<file path="config.mk">
export PLATFORM = sky130hd
export DESIGN_NAME = mod_counter
export DESIGN_NICKNAME = d
export VERILOG_FILES = /design/src/rtl/mod_counter.sv
export SDC_FILE = /design/constraint.sdc
export NUM_CORES = 1
export LEC_CHECK = 0
export BUFFER_PORTS_ARGS = -buffer_cell sky130_fd_sc_hd__buf_2
export CAP_MARGIN = 15
export CORE_MARGIN = 2
export CORE_UTILIZATION = 35
export CTS_BUF_LIST = sky130_fd_sc_hd__clkbuf_4 sky130_fd_sc_hd__clkbuf_8
export DETAILED_ROUTE_END_ITERATION = 6
export GPL_ROUTABILITY_DRIVEN = 0
export PLACE_DENSITY = 0.67
export SYNTH_ARGS = -nofsm -noshare
export SYNTH_HDL_FRONTEND = slang
export SYNTH_SLANG_ARGS = --single-unit
</file>
<file path="constraint.sdc">
create_clock -name clock -period 1.98 [get_ports clock]
set_input_delay 0.396 -clock clock [delete_from_list [all_inputs] [get_ports clock]]
set_output_delay 0.396 -clock clock [all_outputs]
set_load 0.02 [all_outputs]
</file>
<file path="src/rtl/mod_counter.sv">
// Up/down modulo-MODULUS counter with clear, clamped load, wrap/saturate end mode and sticky overflow.
// Latency: cnt/wrap/ovf_sticky 1 cycle; at_max/at_min combinational. Backpressure: none, en gates counting.
module mod_counter #(
    parameter int              N        = 8,
    parameter longint unsigned MODULUS  = 64'd1 << N,
    parameter bit              SATURATE = 1'b0
) (
    input  logic         clock,
    input  logic         reset,
    input  logic         en,
    input  logic         up,
    input  logic         clear,
    input  logic         load,
    input  logic [N-1:0] load_val,
    input  logic         ovf_clr,
    output logic [N-1:0] cnt,
    output logic         at_max,
    output logic         at_min,
    output logic         wrap,
    output logic         ovf_sticky
);

    if (N < 2 || N > 32) begin : g_bad_n
        $error("mod_counter: N=%0d outside 2..32", N);
    end
    if (MODULUS < 2 || MODULUS > (64'd1 << N)) begin : g_bad_mod
        $error("mod_counter: MODULUS=%0d outside 2..2**N", MODULUS);
    end

    localparam logic [N-1:0] MAX_VAL = N'(MODULUS - 64'd1);

    logic [N-1:0] cnt_q, cnt_d;
    logic         wrap_q, wrap_d;
    logic         ovf_q, ovf_d;
    logic         end_hit;

    always_comb begin
        cnt_d   = cnt_q;
        wrap_d  = 1'b0;
        end_hit = 1'b0;
        if (clear) begin
            cnt_d = '0;
        end else if (load) begin
            cnt_d = (load_val > MAX_VAL) ? MAX_VAL : load_val;
        end else if (en) begin
            // End test precedes the step so cnt never leaves 0..MODULUS-1.
            if (up) begin
                if (cnt_q == MAX_VAL) begin
                    end_hit = 1'b1;
                    if (!SATURATE) begin
                        cnt_d  = '0;
                        wrap_d = 1'b1;
                    end
                end else begin
                    cnt_d = cnt_q + N'(1);
                end
            end else begin
                if (cnt_q == '0) begin
                    end_hit = 1'b1;
                    if (!SATURATE) begin
                        cnt_d  = MAX_VAL;
                        wrap_d = 1'b1;
                    end
                end else begin
                    cnt_d = cnt_q - N'(1);
                end
            end
        end
        // A set event beats a simultaneous clear request.
        ovf_d = end_hit | (ovf_q & ~ovf_clr);
    end

    always_ff @(posedge clock) begin
        if (reset) begin
            cnt_q  <= '0;
            wrap_q <= 1'b0;
            ovf_q  <= 1'b0;
        end else begin
            cnt_q  <= cnt_d;
            wrap_q <= wrap_d;
            ovf_q  <= ovf_d;
        end
    end

    assign cnt        = cnt_q;
    assign wrap       = wrap_q;
    assign ovf_sticky = ovf_q;
    assign at_max     = (cnt_q == MAX_VAL);
    assign at_min     = (cnt_q == '0);

endmodule

</file>
==> flow_summary.json, run 1 <==
{
  "hold_buffers": 0,
  "htree_levels": 1,
  "dp_hpwl_um": 1816,
  "seqPwrFrac_pct": 38.1,
  "p_leak_uw": 0.0004728,
  "crit_type": "reg -> out",
  "yosys-top-cells-count": "dfxtp_1 (10), o21ai_0 (10), nand2_1 (8)",
  "worstPathArrival_ps": 1750,
  "cts_tree": "yes",
  "startpoint_type": "flop",
  "drv_slew": 0,
  "drt_iter0_drc": 54,
  "syn-cell-area_sq_um": 868.3,
  "yosysWarnings": 0,
  "crit_required_ps": 1580,
  "cts.sinks": 10,
  "clkLatencyLatePin_ps": 270,
  "port_buffers": 26,
  "cts_root_buf": "clkbuf_4",
  "finalWorstSetupSlack_ps": -168.5,
  "crit_fanout": 2,
  "hold_viol": 0,
  "worstSetupEndpointType": "output port",
  "p_int_uw": 377.0,
  "setup_viol": 1,
  "antenna_cells": 0,
  "p_clk_share_pct": 26.8,
  "io_pins": 27,
  "synth-seq-area-share_pct": 23.05,
  "area_growth_pct": 29.11,
  "design_area_sq_um": 1121,
  "grt_setup_unrepaired": "true",
  "fp.dieW_um": 53.81,
  "grt_overflow": 0,
  "dieArea_sq_um": 2896,
  "violations": "setup timing",
  "max-cap-violations": 0,
  "via_count": 1010,
  "p_switching_uw": 207.0,
  "synth.largest_area_cell": "dfxtp_1",
  "ys_ff_latch": 10,
  "drc": 0,
  "synth_edf_count": 0,
  "synth.distinct_cells": 43,
  "detail-route-antenna-nets": 0,
  "min_period_ps": 2149,
  "drt-pass1-iter-count": 5,
  "pre_cts_ws_ps": 79.57,
  "slew_headroom_pct": 68.63,
  "grt_pass1_vias": 869,
  "grt_max_degree": 14,
  "skew_ps": 3.691,
  "core_sq_um": 2410,
  "grt_use_total_pct": 19.04,
  "cts_made_buffers": 3,
  "start_util_pct": 36.03,
  "path_clk_slew_ps": 70,
  "synthArstFlopShare_pct": 0,
  "wl_per_cell_um": 14.48,
  "layout-drive-gt1-share_pct": 34.48,
  "synthTopCellsByArea": "dfxtp_1 (23%), o21ai_0 (5.8%), ha_1 (4.3%)",
  "nNetsFinal": 164,
  "avgSynthCellArea_sq_um": 7.551,
  "maxClockFrequency_ghz": 0.4654,
  "setup_tns_ps": -168.5,
  "cts.path.max_buffers": 2,
  "dieHeight_um": 53.81,
  "tightest_slew_ps": 466.3,
  "pwr-share-comb_pct": 35.1,
  "syn_inst": 115,
  "ir_worst_vdd_v": 0.0003257,
  "grt_pass1_wl_um": 4015,
  "detailed_place.area_sq_um": 1069,
  "instances_no_fill": 175,
  "wl_um": 2534,
  "swShare_pct": 35.44,
  "syn_nets": 133,
  "synth-main-ff-cell": "dfxtp_1",
  "status": "finished with violations",
  "hp-class": "in -> reg",
  "synth_top_area_share_pct": 23.05,
  "post-route-period-util_pct": 108.5,
  "antenna_found_initial": 0,
  "rows": 18,
  "placed_cells": 168,
  "p_per_area_nw_per_um2": 521.0,
  "via_per_inst": 5.771
}
==> sequential cells by signal, summed over array words and instances (netlist names) <==
| register | cells |
|---|---|
| ovf_sticky | 1 |
| cnt | 8 |
| wrap | 1 |
==> metrics by stage <==
stage	utilization (%)	total power (uW)	hold WS, ps
finish	46.52	584.0	389.9
global route	46.52	615.3	432.8
CTS	46.47	579.3	380.2
detailed placement	44.34	421.7	441.2
global placement	44.34	420.3	428.3
floorplan	-	370.7	540.8
==> kinds of logic (layout without fill, tap and decap cells) <==
logic type	after synthesis	count (layout)	share of synthesized area, %
AO/OA/AOI/OAI	39	39	29.83
XOR/XNOR	3	3	3.026
adder cells (fa/ha/maj)	3	3	4.323
buffers and inverters	16	46	9.221
flip-flops	10	10	23.05
multiplexers	1	1	1.153
AND/OR/NAND/NOR	43	43	29.40
==> worst max-delay path, stage by stage, from the launching register on <==
cell and delay (ps):
dfxtp_4 350, inv_4 60, ha_4 120, or4b_4 480, nor4_4 280, buf_4 180
==> repair_timing <==
action                                 CTS  global route
endpoints found under the hold margin    0             0
pin swaps                                2             0
gates resized for setup                  1             1
setup buffers                            3             0
setup endpoints to repair                1             2
==> final timing paths <==
check | from | end | slack (ps) | depth (start not counted)
worst min-delay path | load_val[0] | cnt[0]$_SDFFE_PP0P_ | 390 | 3
worst max register to register | cnt[0]$_SDFFE_PP0P_ | cnt[5]$_SDFFE_PP0P_ | 300 | 5
worst min register to register | ovf_sticky$_SDFF_PP0_ | ovf_sticky$_SDFF_PP0_ | 460 | 1
worst max-delay path | cnt[1]$_SDFFE_PP0P_ | at_min | -170 | 5
==> cell type report <==
class                      instances  area, sq um
fill                             237         1289
multi-input combinational         89        613.1
sequential                        10        209.0
timing repair buffer              36        207.7
tap                               30        37.54
inverter                           6        27.53
clock buffer                       3        22.52
clock inverter                     1        3.754
==> per-layer routing <==
layer  track usage (%)  routed length [um]  up-vias
met5                 0                   0        -
met4             8.120                  55        0
met3             4.722                 239        8
met2             28.66                1155       49
met1             25.59                1085      459
li1                  -                   -      494
==> power groups by stage <==
stage / Clock [uW] / Sequential (uW) / Combinational (uW)
6_report: 156 / 223 / 205
5_1_grt: 166 / 225 / 225
4_1_cts: 154 / 222 / 203
3_5_place_dp: 0 / 226 / 195
3_3_place_gp: 0 / 227 / 194
2_1_floorplan: 0 / 233 / 138
==> layout by cell type (no fill, tap or decap), types with 3 or more instances in the layout <==
cell,synthesis,routed
buf_2,4,25
buf_4,0,11
o21ai_0,10,10
nand2_1,8,8
nor3_1,7,7
dfxtp_1,10,7
a21oi_1,6,6
inv_1,6,4
nand3_1,4,4
nor2_1,4,4
o211ai_1,4,4
nand2b_1,3,3
xnor2_1,3,3
a211oi_1,3,3
or3_1,3,3
clkbuf_4,0,3
(Power assumes the default switching activity.)
==> run 2: changes to the inputs <==
--- a/config.mk
+++ b/config.mk
@@ -12,7 +12,8 @@
 export CTS_BUF_LIST = sky130_fd_sc_hd__clkbuf_4 sky130_fd_sc_hd__clkbuf_8
 export DETAILED_ROUTE_END_ITERATION = 6
 export GPL_ROUTABILITY_DRIVEN = 0
-export PLACE_DENSITY = 0.67
+export GPL_TIMING_DRIVEN = 0
+export PLACE_DENSITY = 0.61
 export SYNTH_ARGS = -nofsm -noshare
 export SYNTH_HDL_FRONTEND = slang
 export SYNTH_SLANG_ARGS = --single-unit
==> flow_summary.json, run 2 (synthesized netlist as in run 1, its figures left out) <==
{
  "drv_slew": 0,
  "area_growth_pct": 39.34,
  "crit_fanout": 2,
  "power_uw": 651.3,
  "status": "finished with violations",
  "setup_viol": 1,
  "holdWs_ps": 365.9,
  "dp_hpwl_um": 1919,
  "holdPathEnd": "cnt[0]$_SDFFE_PP0P_",
  "maxClockFrequency_ghz": 0.4907,
  "rows": 18,
  "startpoint_type": "flop",
  "met2_length_um": 1258,
  "drt-pass1-iter-count": 5,
  "rr_startpoint": "cnt[0]$_SDFFE_PP0P_",
  "ff2ff_setup_slack_ps": 120,
  "worst-path-stages": 5,
  "crit_path_cell_trace": "inv_4 -> ha_4 -> or4b_4 -> nor4_4 -> buf_4",
  "violations": "setup timing",
  "dieHeight_um": 53.81,
  "max-cap-violations": 0,
  "wl_um": 2652,
  "grt_pass1_vias": 900,
  "dr.max_layer_used": "met4",
  "instances_no_fill": 185,
  "detail-route-antenna-nets": 0,
  "via_per_inst": 5.616,
  "finalWorstSetupSlack_ps": -57.71,
  "cts.path.max_buffers": 2,
  "m1WireLength_um": 1146,
  "grt_setup_unrepaired": "true",
  "grt_max_degree": 11,
  "worstPathArrival_ps": 1640,
  "min_from": "load_val[0]",
  "htree_levels": 1,
  "slew_headroom_pct": 59.96,
  "nNetsFinal": 174,
  "hold_viol": 0,
  "drt_iter0_drc": 37,
  "critPathTopFamily": "simple AND/OR/NAND/NOR gates",
  "fillCellCount": 246,
  "grt_pass1_wl_um": 4105,
  "clkLatencyLatePin_ps": 270,
  "dieArea_sq_um": 2896,
  "fp.dieW_um": 53.81,
  "grt_overflow": 0,
  "start_util_pct": 36.03,
  "slowest_stage": "or4b_4",
  "layout-drive-gt1-share_pct": 38.71,
  "io_pins": 27,
  "grt_use_total_pct": 20.06,
  "skew_ps": 0.7653,
  "multi_input_area_sq_um": 620.6,
  "core_sq_um": 2410,
  "via_count": 1039,
  "antenna_cells": 0,
  "wl_met3_um": 189,
  "cts.sinks": 10,
  "layout_common_cells": "buf_2 (25), buf_4 (14), o21ai_0 (10), nand2_1 (8), dfxtp_1 (7)",
  "r2r-end": "cnt[5]$_SDFFE_PP0P_",
  "p_per_area_nw_per_um2": 538.3,
  "path_clk_slew_ps": 70,
  "post-route-period-util_pct": 102.9,
  "cts_tree": "yes",
  "antenna_found_initial": 0,
  "critPathBufInv": 2,
  "ir_worst_vdd_v": 0.0003449,
  "r2r_cells": 10,
  "seqCellArea_sq_um": 209.0,
  "crit_required_ps": 1580,
  "layout_commonest_cell": "buf_2",
  "wl_per_cell_um": 14.34,
  "tightest_slew_ps": 598.4,
  "drc": 0,
  "min_period_ps": 2038,
  "largest_reg_flops": 8,
  "p_leak_uw": 0.0005163,
  "crit_type": "reg -> out",
  "critPathMaxStageDelay_ps": 480,
  "placed_cells": 171,
  "cts_made_buffers": 3,
  "worstSetupEndpointType": "output port",
  "cts_root_buf": "clkbuf_4",
  "hp-class": "in -> reg",
  "port_buffers": 26,
  "holdPathStages": 3
}
[run 2: how the worst max path moves through the flow]
stage | from | end
floorplan | cnt[1]$_SDFFE_PP0P_ | at_min
global placement | cnt[1]$_SDFFE_PP0P_ | at_min
detailed placement | cnt[1]$_SDFFE_PP0P_ | at_min
CTS | cnt[0]$_SDFFE_PP0P_ | at_min
global route | cnt[1]$_SDFFE_PP0P_ | at_min
finish | cnt[0]$_SDFFE_PP0P_ | at_min
[run 2: layout make-up]
class	count	share of cell area, %
Multi-Input combinational cell	89	51.29
Buffer	8	4.654
Tap cell	30	3.102
Sequential cell	10	17.27
Timing Repair Buffer	38	18.41
Inverter	6	2.275
Clock buffer	4	2.999
[run 2: what timing repair did]
action	in CTS	in global routing
buffers inserted	11	2
setup endpoints to repair	2	3
resized for setup	2	5
pin swaps	2	2
hold buffers	0	0
hold endpoints to repair	0	0
[run 2: metal layers]
metal / track usage [%] / up-vias
met4: 7.265 / 0
met3: 5.833 / 9
met2: 32.11 / 41
li1: - / 516
met5: 0 / -
met1: 25.34 / 473
[run 2: tightest hold or removal path, stage by stage]
cell and delay [ps]:
buf_2 80, nand3_1 60, o21ai_1 70
[run 2: power by group]
part	switching, uW	total, uW	internal, uW
Clock	79.4	191	112
Combinational	123	240	117
Sequential	10.4	220	209
[run 2: per-stage QoR]
stage          util [%]  setup WS, ps  setup TNS, ps  instance area, sq um
2_1_floorplan         -        -4.623         -4.623                 922.1
3_3_place_gp      45.22        -56.68         -56.68                  1090
3_5_place_dp      45.22        -86.84         -86.84                  1090
4_1_cts           49.33        -69.61         -69.61                  1189
5_1_grt           50.21        -143.0         -183.1                  1210
6_report          50.21        -57.71         -57.71                  1210
==> run 3: changes to the inputs <==
--- a/config.mk
+++ b/config.mk
@@ -17,3 +17,4 @@
 export SYNTH_ARGS = -nofsm -noshare
 export SYNTH_HDL_FRONTEND = slang
 export SYNTH_SLANG_ARGS = --single-unit
+export TNS_END_PERCENT = 50
==> flow_summary.json, run 3 (synthesized netlist as in run 1, its figures left out) <==
{
  "hp-class": "in -> reg",
  "maxClockFrequency_ghz": 0.4897,
  "rows": 18,
  "antenna_found_initial": 0,
  "setup_viol": 1,
  "grt_setup_unrepaired": "true",
  "critPathMaxStageDelay_ps": 480,
  "max-cap-violations": 0,
  "crit_required_ps": 1580,
  "skew_ps": 3.223,
  "largest_reg_flops": 8,
  "grt_max_degree": 11,
  "p_leak_uw": 0.0005203,
  "post-route-period-util_pct": 103.1,
  "wl_per_cell_um": 14.36,
  "slew_headroom_pct": 59.70,
  "fillCellCount": 256,
  "cts_made_buffers": 3,
  "start_util_pct": 36.03,
  "port_buffers": 26,
  "clkLatencyLatePin_ps": 270,
  "final_util_pct": 50.16,
  "grt_pass1_vias": 900,
  "grt_use_total_pct": 20.06,
  "core_sq_um": 2410,
  "layout_common_cells": "buf_2 (27), o21ai_0 (10), buf_4 (9), nand2_1 (8), dfxtp_1 (8)",
  "dieHeight_um": 53.81,
  "finalWorstSetupSlack_ps": -61.95,
  "pre_cts_ws_ps": -86.84,
  "worstPathArrival_ps": 1650,
  "tightest_slew_ps": 602.2,
  "power_uw": 661.6,
  "p_per_area_nw_per_um2": 547.4,
  "wl_um": 2643,
  "crit_fanout": 2,
  "path_clk_slew_ps": 70,
  "via_count": 1038,
  "area_growth_pct": 39.19,
  "hold_buffers": 0,
  "min_period_ps": 2042,
  "nNetsFinal": 173,
  "violations": "setup timing",
  "slowest_stage": "or4b_4",
  "grt_overflow": 0,
  "ir_worst_vdd_v": 0.0003372,
  "grt_pass1_wl_um": 4105,
  "drc": 0,
  "io_pins": 27,
  "drv_slew": 0,
  "detail-route-antenna-nets": 0,
  "layout-drive-gt1-share_pct": 37.01,
  "crit_type": "reg -> out",
  "cts_tree": "yes",
  "cts.sinks": 10,
  "drt_iter0_drc": 39,
  "critPathTopFamily": "simple AND/OR/NAND/NOR gates",
  "critPathBufInv": 2,
  "worstSetupEndpointType": "output port",
  "crit_path_cell_trace": "inv_4 -> ha_4 -> or4b_4 -> nor4_4 -> buf_4",
  "drt-pass1-iter-count": 4,
  "via_per_inst": 5.641,
  "cts.path.max_buffers": 2,
  "htree_levels": 1,
  "status": "finished with violations",
  "fp.dieW_um": 53.81,
  "antenna_cells": 0,
  "dieArea_sq_um": 2896,
  "hold_viol": 0,
  "cts_root_buf": "clkbuf_4",
  "startpoint_type": "flop",
  "dp_hpwl_um": 1919,
  "layout_commonest_cell": "buf_2"
}
-- run 3: changes by cell type in the layout (fill, tap and decap cells not counted) --
| cell | previous run | this run |
|---|---|---|
| buf_2 | 25 | 27 |
| dfxtp_2 | 1 | 0 |
| buf_6 | 2 | 6 |
| clkbuf_4 | 5 | 3 |
| buf_4 | 14 | 9 |
| ha_1 | 1 | 2 |
| dfxtp_1 | 7 | 8 |
| ha_2 | 1 | 0 |
-- run 3: worst paths after layout --
kind,end,from,cells past startpoint,slack [ps]
setup / recovery,at_min,cnt[0]$_SDFFE_PP0P_,5,-60
setup reg to reg,cnt[5]$_SDFFE_PP0P_,cnt[0]$_SDFFE_PP0P_,11,70
hold reg to reg,ovf_sticky$_SDFF_PP0_,ovf_sticky$_SDFF_PP0_,1,450
hold / removal,cnt[0]$_SDFFE_PP0P_,load_val[0],3,370
-- run 3: repair_timing --
action	in CTS	in global routing
gates resized for setup	2	5
endpoints found under the setup margin	2	3
pin swaps	2	1
buffers inserted	11	0
gates cloned	0	0
-- run 3: metal layers --
metal	track usage, %	up-vias	part of all wire, %
met5	0	-	0
li1	-	516	-
met2	32.11	42	48
met4	7.265	0	1.7
met1	25.34	474	43
met3	5.833	6	6.5
-- run 3: power breakdown --
group / switching, uW / internal, uW
Sequential: 10.3 / 209
Clock: 78.5 / 112
Combinational: 125 / 127
-- run 3: area by class of cell --
| cell class | count | area, sq um | area share, % |
|---|---|---|---|
| plain buffers | 8 | 51.30 | 4.244 |
| clock buffers | 4 | 36.28 | 3.002 |
| inverters | 6 | 27.53 | 2.277 |
| multi-input cells | 89 | 618.1 | 51.14 |
| flip-flops and latches | 10 | 207.7 | 17.18 |
| well taps | 30 | 37.54 | 3.106 |
| repair buffers | 37 | 230.2 | 19.05 |
-- run 3: per-stage QoR --
step	cells	setup TNS (ps)	hold WS [ps]	cell area [sq um]
after global routing	184	-248.9	377.3	1209
after detailed placement	171	-86.84	436.4	1090
after global placement	171	-56.68	427.7	1090
after CTS	184	-69.61	361.6	1189
after floorplan	115	-4.623	540.8	922.1
final	184	-61.95	365.9	1209
-- run 3: worst register-to-register path, delay by kind of cell (launching register included) --
family | cells | cell delay (ps)
compound gates | 1 | 140
fa+ha+maj | 1 | 120
buf+inv | 6 | 530
flops | 1 | 370
simple gates | 3 | 670
